[config.mk]
export PLATFORM = sky130hd
export DESIGN_NAME = secded_mem_decoder
export DESIGN_NICKNAME = d
export VERILOG_FILES = /design/src/rtl/secded_pkg.sv /design/src/rtl/secded_dec16.sv /design/src/rtl/secded_mem_decoder.sv
export SDC_FILE = /design/constraint.sdc
export NUM_CORES = 1
export LEC_CHECK = 0
export ABC_AREA = 1
export ABC_CLOCK_PERIOD_IN_PS = 2420
export BUFFER_PORTS_ARGS = -buffer_cell sky130_fd_sc_hd__buf_4
export CELL_PAD_IN_SITES_DETAIL_PLACEMENT = 1
export CELL_PAD_IN_SITES_GLOBAL_PLACEMENT = 1
export CORE_MARGIN = 2
export CORE_UTILIZATION = 43
export DETAILED_ROUTE_END_ITERATION = 10
export PLACE_DENSITY_LB_ADDON = 0.1
export SETUP_SLACK_MARGIN = 0.05
export SLEW_MARGIN = 40
export SYNTH_ARGS = -nofsm -noshare
export SYNTH_HDL_FRONTEND = slang
export SYNTH_SLANG_ARGS = --single-unit
[constraint.sdc]
create_clock -name clk -period 2.42 [get_ports clk]
set_clock_uncertainty 0.2 [all_clocks]
set_input_delay 0.242 -clock clk [delete_from_list [all_inputs] [get_ports clk]]
set_output_delay 0.242 -clock clk [all_outputs]
set_load 0.01 [all_outputs]
[src/rtl/secded_pkg.sv]
// ============================================================================
// Module  : secded_pkg
// Purpose : Shared types for the Hamming(16,11) SECDED memory decode engine.
// Rev     : 1.0  initial release
// ============================================================================
`default_nettype none

package secded_pkg;

    typedef logic [15:0] codeword_t;
    typedef logic [1:0]  err_flag_t;

    localparam err_flag_t ERR_NONE = 2'b00;
    localparam err_flag_t ERR_SGL  = 2'b01;
    localparam err_flag_t ERR_DBL  = 2'b10;

    typedef enum logic [2:0] {
        IDLE  = 3'd0,
        RD_LO = 3'd1,
        RD_HI = 3'd2,
        DEC   = 3'd3,
        WR_LO = 3'd4,
        WR_HI = 3'd5,
        DONE  = 3'd6
    } state_t;

endpackage

`default_nettype wire

[src/rtl/secded_dec16.sv]
// ============================================================================
// Module  : secded_dec16
// Purpose : Combinational Hamming(16,11) SECDED decode of one codeword.
// Rev     : 1.0  initial release
// ============================================================================
`default_nettype none

module secded_dec16
    import secded_pkg::*;
(
    input  codeword_t   i_codeword,
    output logic [10:0] o_data,
    output err_flag_t   o_flag
);

    // Codeword positions of d1..d11; powers of two hold the check bits.
    localparam int c_POS [11] = '{3, 5, 6, 7, 9, 10, 11, 12, 13, 14, 15};

    logic [3:0] w_syn;
    logic       w_par;

    always_comb begin
        w_syn = '0;
        for (int k = 1; k < 16; k++) begin
            if (i_codeword[k]) begin
                w_syn = w_syn ^ 4'(k);
            end
        end
        w_par = ^i_codeword;
    end

    // Odd parity marks a single error at bit w_syn (syndrome 0 means p0 itself).
    always_comb begin
        o_data = '0;
        for (int j = 0; j < 11; j++) begin
            o_data[j] = i_codeword[c_POS[j]] ^ (w_par && (w_syn == 4'(c_POS[j])));
        end
    end

    always_comb begin
        o_flag = ERR_NONE;
        if (w_par) begin
            o_flag = ERR_SGL;
        end else if (w_syn != 4'd0) begin
            o_flag = ERR_DBL;
        end
    end

endmodule

`default_nettype wire

[src/rtl/secded_mem_decoder.sv]
// ============================================================================
// Module  : secded_mem_decoder
// Purpose : Reads NUM_WORDS byte-pair codewords, writes corrected results back.
// Rev     : 1.0  initial release
// ============================================================================
`default_nettype none

module secded_mem_decoder
    import secded_pkg::*;
#(
    parameter int NUM_WORDS = 15,
    parameter int IN_BASE   = 30,
    parameter int OUT_BASE  = 0,
    parameter int AW        = 8
) (
    input  logic          clk,
    input  logic          reset,
    input  logic          start,
    output logic          done,
    output logic [AW-1:0] mem_addr,
    input  logic [7:0]    mem_rd_data,
    output logic          mem_wr_en,
    output logic [7:0]    mem_wr_data,
    output logic [3:0]    err1_cnt,
    output logic [3:0]    err2_cnt
);

    localparam int              c_IW   = (NUM_WORDS > 1) ? $clog2(NUM_WORDS) : 1;
    localparam logic [c_IW-1:0] c_LAST = c_IW'(NUM_WORDS - 1);
    localparam logic [AW-1:0]   c_IN   = AW'(IN_BASE);
    localparam logic [AW-1:0]   c_OUT  = AW'(OUT_BASE);

    state_t          r_state;
    logic [c_IW-1:0] r_idx;
    logic [c_IW-1:0] w_idx_nxt;
    logic [7:0]      r_lo;
    logic [7:0]      r_hi;
    logic [7:0]      r_res_hi;
    logic [AW-1:0]   w_off;
    logic [AW-1:0]   w_off_nxt;
    logic [10:0]     w_data;
    err_flag_t       w_flag;
    logic [15:0]     w_result;

    assign w_idx_nxt = r_idx + c_IW'(1);
    assign w_off     = AW'({r_idx, 1'b0});
    assign w_off_nxt = AW'({w_idx_nxt, 1'b0});
    assign w_result  = {w_flag, 3'b000, w_data};

    secded_dec16 u_dec (
        .i_codeword ({r_hi, r_lo}),
        .o_data     (w_data),
        .o_flag     (w_flag)
    );

    // Memory-side outputs are registered, so each is loaded on the edge that
    // enters the state which uses it.
    always_ff @(posedge clk or negedge reset) begin
        if (!reset) begin
            r_state     <= IDLE;
            r_idx       <= '0;
            r_lo        <= '0;
            r_hi        <= '0;
            r_res_hi    <= '0;
            done        <= 1'b0;
            mem_addr    <= '0;
            mem_wr_en   <= 1'b0;
            mem_wr_data <= '0;
            err1_cnt    <= '0;
            err2_cnt    <= '0;
        end else begin
            case (r_state)
                IDLE, DONE: begin
                    if (start) begin
                        r_state   <= RD_LO;
                        r_idx     <= '0;
                        done      <= 1'b0;
                        err1_cnt  <= '0;
                        err2_cnt  <= '0;
                        mem_addr  <= c_IN;
                        mem_wr_en <= 1'b0;
                    end
                end
                RD_LO: begin
                    r_lo     <= mem_rd_data;
                    mem_addr <= c_IN + w_off + AW'(1);
                    r_state  <= RD_HI;
                end
                RD_HI: begin
                    r_hi    <= mem_rd_data;
                    r_state <= DEC;
                end
                DEC: begin
                    r_res_hi    <= w_result[15:8];
                    mem_addr    <= c_OUT + w_off;
                    mem_wr_en   <= 1'b1;
                    mem_wr_data <= w_result[7:0];
                    if (w_flag == ERR_SGL && err1_cnt != 4'hF) begin
                        err1_cnt <= err1_cnt + 4'd1;
                    end
                    if (w_flag == ERR_DBL && err2_cnt != 4'hF) begin
                        err2_cnt <= err2_cnt + 4'd1;
                    end
                    r_state <= WR_LO;
                end
                WR_LO: begin
                    mem_addr    <= c_OUT + w_off + AW'(1);
                    mem_wr_data <= r_res_hi;
                    r_state     <= WR_HI;
                end
                WR_HI: begin
                    mem_wr_en <= 1'b0;
                    if (r_idx == c_LAST) begin
                        done    <= 1'b1;
                        r_state <= DONE;
                    end else begin
                        r_idx    <= w_idx_nxt;
                        mem_addr <= c_IN + w_off_nxt;
                        r_state  <= RD_LO;
                    end
                end
                default: begin
                    r_state   <= IDLE;
                    mem_wr_en <= 1'b0;
                end
            endcase
        end
    end

endmodule

`default_nettype wire

==> results of run 1 <==
[area by class of cell]
cell class                 instances  area share (%)
timing repair buffer              48            10.0
multi-input combinational        330            44.9
sequential                        52            33.9
tap                               99            3.23
inverter                          47            4.73
clock buffer                       6            2.15
clock inverter                     2            1.01
[worst max path at each step]
stage	startpoint	to
6_report	r_hi[7]$_DFFE_PN0P_	mem_wr_data[2]$_DFFE_PN0P_
5_1_grt	r_idx[0]$_DFFE_PN0P_	mem_addr[4]$_DFFE_PN0P_
4_1_cts	r_hi[7]$_DFFE_PN0P_	mem_wr_data[2]$_DFFE_PN0P_
3_5_place_dp	r_hi[7]$_DFFE_PN0P_	mem_wr_data[2]$_DFFE_PN0P_
3_3_place_gp	r_lo[5]$_DFFE_PN0P_	err2_cnt[2]$_DFFE_PN0P_
2_1_floorplan	r_hi[7]$_DFFE_PN0P_	r_res_hi[1]$_DFFE_PN0P_
[registers in the layout, indices dropped and copies added (netlist names)]
signal / cells
mem_wr_data: 8
done: 1
r_res_hi: 5
mem_wr_en: 1
err2_cnt: 4
r_hi: 8
mem_addr: 6
r_state: 3
r_lo: 8
r_idx: 4
err1_cnt: 4
[synthesized netlist by cell type (6+ instances only)]
cell type / count / area [sq um]
nand2_1: 150 / 563
dfrtp_1: 52 / 1300
nand3_1: 40 / 200
inv_1: 31 / 116
o21ai_0: 23 / 115
nor2_1: 17 / 63.8
inv_2: 14 / 52.6
a21oi_1: 13 / 65.1
o21ai_1: 9 / 45.0
xor2_1: 9 / 78.8
nand2_2: 7 / 43.8
xnor2_1: 7 / 61.3
nand2_4: 6 / 67.6
[critical path: cells and delay by family, from the launching register on]
family	cells	cell delay [ns]
and+or+nand+nor	9	1.03
xor gates and xnor gates	1	0.28
DFF	1	0.46
[kinds of logic (layout without fill, tap and decap cells)]
kind of cell,Yosys count,after routing,share of synthesized area [%]
simple gates,244,244,35.1
compound gates,63,63,11.5
buf+inv,56,103,6.97
flops,52,52,40.1
xor+xnor,16,16,4.31
fa+ha+maj,5,5,1.93
other cells,1,2,0.115
[what timing repair did]
action,4_1_cts,5_1_grt
gates resized for setup,0,0
hold buffers,10,0
hold endpoints to repair,68,0
[placed cells by master (no fill, tap or decap), types with 6 or more instances in the layout]
master,instances
buf_4,38
dfrtp_1,52
inv_1,31
dlygate4sd3_1,10
nor2_1,17
inv_2,14
nand3_1,40
clkbuf_8,6
o21ai_1,9
o21ai_0,23
xor2_1,9
a21oi_1,13
nand2_4,6
nand2_1,150
nand2_2,7
xnor2_1,7
[layer usage]
metal,wire [um],global-route usage (%),share of wire (%)
met1,4290,31.6,48
met2,4300,39.4,48
met3,317,2.92,3.5
met4,78,6.19,0.87
met5,0,0,0
[per-stage QoR]
stage	utilization (%)	cell area, sq um
final	52.6	3840
after detailed placement	49.6	3620
after global routing	52.6	3840
after CTS	52.6	3840
after global placement	49.6	3620
after floorplan	-	3250
==> results summary, run 1 <==
The worst setup path is launched from a register. The sequential element share of the synthesized area came out at roughly 40%. The detail route stage leaves a number of antenna-violating nets equal to 0. The area growth from synthesis to layout is 18.1%. The path class of the tightest hold or removal check is input pin to async pin.

The count of standard-cell rows came out at 31. The number of buffers on the longest clock path is 2. Summing all multi-input logic gate instances after layout gives about 1700 sq um. The number of cells in the finished layout apart from fillers came out at roughly 580. The endpoint required time on the critical path came out at 2.42 ns.

The die covers roughly 8300 sq um. The effective utilization at floorplan came out at between 40% and 50%. The highest fanout seen on the critical path came out at 6. STA classifies the critical path endpoint as a register. The number of synthesized register bits came out at between 50 and 60. The number of flops mapped to enable cells by yosys is 0.

The repair_antennas step left the layout with diodes totalling 0. The number of antenna violations at the first check in global routing came to 0. For this design, the slowest cell found on the critical path is dfrtp_1.

The net count reported at finish came out at 500. Buffers placed on the I/O ports in this run total 34. The detailed-route wire length per cell is 15.4 um. The initial detailed-routing violation count came out at between 70 and 80.

Detailed placement ended at an HPWL of approximately 7000 um. The worst slack after detailed placement came out at 0.348 ns. The hold violation count in the final report is 0.

The max-slew violation count is 0. The routed design has between 8000 and 9000 um of wire. TritonCTS built the clock tree. Setup repair after global routing left no endpoint under its margin. The clock sink count is 52.

The horizontal extent of the die came out at about 90 um. Counting tap cells, the placed design contains a total of about 570 instances. The clock buffer count from CTS came out at 5.

The highest attainable clock frequency came out at between 400 and 500 MHz. The maximum number of pins on one net before global-route repair came out at 53. The number of remaining DRC errors is 0. The number of global-route vias before repair came out at 3208. The worst hold margin is between 0.3 and 0.4 ns. The Yosys warning count is 0. The number of vias per cell after detailed routing is approximately 5.2. The cell area after synthesis came out at roughly 3200 sq um. The first-pass GRT wire length is between 15000 and 20000 um.

The final route contains ~3100 vias. The worst path in the final design needs a cycle of approximately 2.1 ns, including I/O delays and setup. The average cell area after synthesis came out at 7.43 sq um. The critical path data arrival time came out at between 2 and 2.5 ns. The number of levels in the clock H-tree is 2. The insertion delay to the later sink of the worst-skew pair is ~0.31 ns. The die is 90.9 um tall.

The run finished with clean final reports. The endpoint of the worst-slack reg-to-reg timing path is mem_wr_data[2]$_DFFE_PN0P_. In this run, distinct cell masters in the synthesized netlist total 41. The headroom to the max-slew limit is roughly 55%. The largest single stage delay on the critical path is approximately 0.46 ns. The share of the clock period used by the worst path after layout came out at 86.7%. The total congestion overflow came out at 0. The total track usage came out at a little under a quarter. In this run the clock root is driven by a clkbuf_8. The critical path in this run is classified as register to register. In the synthesized netlist the dominant register cell turns out to be dfrtp_1.

At the end of routability-driven placement, the weighted congestion stood at 0.799. Once routing completed, OpenROAD measured the worst setup slack at ~0.32 ns. Of the cells placed in the final design, the portion with a size suffix greater than 1 is approximately a fifth. Setup slack on the worst reg-to-reg path comes out at roughly 0.32 ns.

The total of endpoints with negative setup slack in the final report is 0. The region available for standard cell placement spans between 7000 and 8000 sq um. The slew at the pin closest to its max-slew limit is approximately 0.68 ns. The final-layout fill cell count is 958. The number of maximum-capacitance violations came out at 0.

Walking the worst path, the cells encountered are xor2_1 -> nand2_1 -> nand2_1 -> nand2_1 -> nand2_1 -> nand2_4 -> nor2_4 -> nand3_1 -> nand3_1 -> nand3_1. The cell depth of the worst flop-to-flop path came out at 10. By instance count, the cell type seen most on the critical path is nand2_1. Of all flip-flops after synthesis, the portion carrying an async set or reset was between 90% and 100%. The sum of negative setup slack came out at 0 ns. Before antenna repair, the detailed router went through 4 iterations. The post-synthesis instance total is 437. The reg-to-reg startpoint is r_hi[7]$_DFFE_PN0P_. Clock-pin slew was measured on the worst setup and hold paths at around 0.1 ns. The sequential cell area in the final layout came out at around 1300 sq um.

The count of boundary I/O pins is 37. After clock tree synthesis, the setup repair step added 0 buffers.
Power of run 1 is left out: the tool's default activity adds up to more than one toggle a clock period on the data nets, which glitch-free logic cannot reach.
==> run 2: changes to the inputs <==
SYNTH_HIERARCHICAL = 1   (was not set)
==> run 2 against run 1 <==
Effect of this change:
- worst setup slack got worse by 0.19 ns
- first-iteration DRC count rose by 96%
- routed wire length rose by 14%
- largest cell class unchanged
==> results summary, run 2 <==
The run finished with clean final reports. The remaining antenna violation count came out at 0 (unchanged). The number of flops mapped to enable cells by yosys is 0 (unchanged). STA classifies the critical path startpoint as a register. The share of the clock period used by the worst path after layout came out at 94.8% (+8.0 points). The cell area after synthesis is 3460 sq um (+6.5%). The aggregate routed wire length came to 10200 um (+14%). The number of synthesized register bits was 52 (unchanged). The highest attainable clock frequency came out at 436 MHz (-8.5%).

The number of iterations in the first detailed-routing pass is 4 (unchanged). The area share of the leading cell type in the synthesized netlist is 37.6% (-2.4 points). In the layout the commonest cells are nand2_1 (182), buf_4 (59), dfrtp_1 (42).

The total congestion overflow is 0 (unchanged). The post-synthesis instance total came out at 478 (+9.4%). The sequential cell area in the final layout came out at 1310 sq um (+0.96%). The area enclosed by the die boundary came out at 8780 sq um (+6.2%). Ranked by instance count, the synthesized netlist is headed by nand2_1 (189), dfrtp_1 (52), inv_1 (39). The core area came to 7770 sq um (+6.5%).

The largest area contributor in the netlist is dfrtp_1. The share of flip-flops with an asynchronous set or reset came to 100% (unchanged). The worst setup path is captured at a register. The worst hold path belongs to the class input pin to register. The effective utilization at floorplan came to 44.5% (about the same). The number of buffers added on ports came to 34 (unchanged). The worst slack after detailed placement came out at -0.00597 ns (-0.354 ns). The number of antenna violations at the first check in global routing came out at 0 (unchanged). The total of endpoints with negative setup slack in the final report is 0 (unchanged).

The detailed-route wire length per cell came out at 16.0 um (+3.8%). The clock sink count came out at 52 (unchanged). The main flop type after synthesis is dfrtp_1. The maximum number of pins on one net before global-route repair came to 53 (unchanged). By startpoint and endpoint, the worst setup path is classified as register to register. By area the synthesized netlist is led by dfrtp_1 (38%), nand2_1 (21%), nand3_1 (5.1%). The insertion delay to the later sink of the worst-skew pair came to 0.32 ns (about the same).

The register clock-pin slew on the reported worst setup and hold paths came to 0.10 ns (about the same). The number of levels in the clock H-tree came to 2 (unchanged). The max-slew violation count came out at 0 (unchanged). The total number of vias is 3295 (+8.0%).

The Yosys warning count came out at 6 (+6). The hold violation count in the final report is 0 (unchanged). The average cell area after synthesis came out at 7.24 sq um (-2.6%). The chip height is 93.7 um (+3.1%). The count of standard-cell rows is 32 (+3.2%). The library cell used most frequently in the layout, excluding fill and tap cells, is nand2_1.

Yosys instantiated no cell more often than nand2_1. The number of buffers on the longest clock path is 2 (unchanged). The TritonCTS clock tree is done.

The antenna cell count is 0 (unchanged). The highest fanout seen on the critical path came out at 6 (unchanged). The sequential element share of the synthesized area came out at 37.6% (-2.4 points).

The horizontal extent of the die is 93.7 um (+3.1%). The endpoint required time on the critical path came out at 2.43 ns (about the same). The total area of multi-input combinational cells is 1970 sq um (+14%). The number of global-route vias before repair was 3361 (+4.8%). The clock buffer count from CTS came out at 5 (unchanged). In the final layout, the registers with the most flip-flops are mem_wr_data x8, r_hi x8, r_lo x8. The count of boundary I/O pins is 37 (unchanged).

Setup repair after global routing could not meet its margin everywhere. The cell sitting at the root of the clock tree is a clkbuf_8. The total track usage is 24.0% (+0.68 points). The worst hold margin is 0.00113 ns (-0.299 ns).

The growth of design area from synthesis to finish is 21.7%. The routability congestion estimate is 0.811 (+1.5%). The number of maximum-capacitance violations came out at 0 (unchanged). The critical path data arrival time came out at 2.31 ns (+0.21 ns).

The first-pass GRT wire length was 16500 um (+6.0%). The placed cell area came out at 3910 sq um (+8.1%). The headroom to the max-slew limit is 52.0% (-2.9 points). The sum of negative setup slack was 0 ns (unchanged). The setup slack after layout is 0.127 ns (-0.194 ns).

The slew at the pin closest to its max-slew limit is 0.719 ns (+0.0441 ns). The distinct cell type count after synthesis is 38 (-7.3%). The final instance area came out at 4210 sq um (+9.7%). The time the worst path needs with I/O delays and setup came to 2.29 ns (+0.194 ns). The number of vias per cell after detailed routing is 5.15 (-1.5%).

The fraction of layout instances using a drive strength above 1 is 29.6% (+10 points). The placed wire-length estimate is 7500 um (+7.0%). The net count reported at finish came out at 553 (+11%). The initial detailed-routing violation count came to 139 (+96%). The number of remaining DRC errors is 0 (unchanged). The final-layout fill cell count is 1017 (+6.2%).
[run 2: cell count changes in the layout (fill, tap and decap cells not counted), moves of 5 or more]
cell,before,now
dfrtp_1,52,42
nand3_1,40,32
dlygate4sd3_1,10,3
nand2_1,150,182
a21oi_1,13,3
o21ai_0,23,32
dfrtp_2,0,10
inv_2,14,19
xor2_1,9,2
nand2_2,7,24
buf_4,38,59
[run 2: logic make-up (layout without fill, tap and decap cells)]
kind of cell               count (synthesis)  in the layout  synth area share, %
AOI/OAI and AO/OA                         55             55                 9.58
xor gates and xnor gates                   9              9                 3.04
adders and majority gates                  5              5                 1.81
buffers and inverters                     65            124                 7.88
DFF                                       52             52                 37.6
other                                      1              2                0.108
and+or+nand+nor                          291            291                 40.0
[run 2: repair_timing]
item | 4_1_cts | 5_1_grt
setup endpoints to repair | 5 | 13
pin swaps | 1 | 7
hold buffers | 2 | 1
hold endpoints to repair | 53 | 1
resized for setup | 6 | 29
buffers inserted | 0 | 9
[run 2: final cells by class]
class,instances,share of cell area [%]
multi-input cells,362,46.7
flip-flops and latches,52,31.2
repair buffers,62,11.2
inverters,54,4.90
well taps,102,3.03
clock buffers,6,1.96
clock inverters,2,0.922
[run 2: path summary, 6_finish.rpt]
kind,startpoint,cells past startpoint,to,slack [ns]
worst max-delay path,r_hi[4]$_DFFE_PN0P_,15,mem_wr_data[6]$_DFFE_PN0P_,0.13
worst min-delay path,mem_rd_data[2],3,r_lo[2]$_DFFE_PN0P_,0.001
worst max register to register,r_hi[4]$_DFFE_PN0P_,15,mem_wr_data[6]$_DFFE_PN0P_,0.13
worst min register to register,r_res_hi[0]$_DFFE_PN0P_,2,r_res_hi[0]$_DFFE_PN0P_,0.29
max in group asynchronous,reset,2,r_lo[7]$_DFFE_PN0P_,1.20
min in group asynchronous,reset,2,r_lo[1]$_DFFE_PN0P_,0.30
[run 2: layer usage]
layer | track usage, % | share of wire (%) | vias to the layer above
met5 | 0 | 0 | -
met3 | 3.45 | 2.9 | 11
met2 | 40.7 | 50 | 46
met4 | 4.83 | 1.2 | 0
met1 | 32.7 | 46 | 1629
li1 | - | - | 1609
[run 2: worst max-delay path: stages, from the launching register on]
cell     delay, ns
dfrtp_2       0.48
inv_2         0.11
nand2_1       0.07
nand2_2       0.10
nand2_4       0.07
nand2_8       0.11
nand2_2       0.08
nand2_4       0.09
nand2_4       0.05
buf_4         0.16
nor2_4        0.16
nand2_1       0.10
nand2_1       0.09
nand2_1       0.09
nor2_1        0.15
nor2_1        0.07
[run 2: metrics by stage]
step / std cells / util (%)
floorplan: 479 / -
global placement: 621 / 50.3
detailed placement: 621 / 50.3
CTS: 631 / 52.2
global route: 640 / 54.2
finish: 640 / 54.2
Power of run 2 is left out for the same reason.
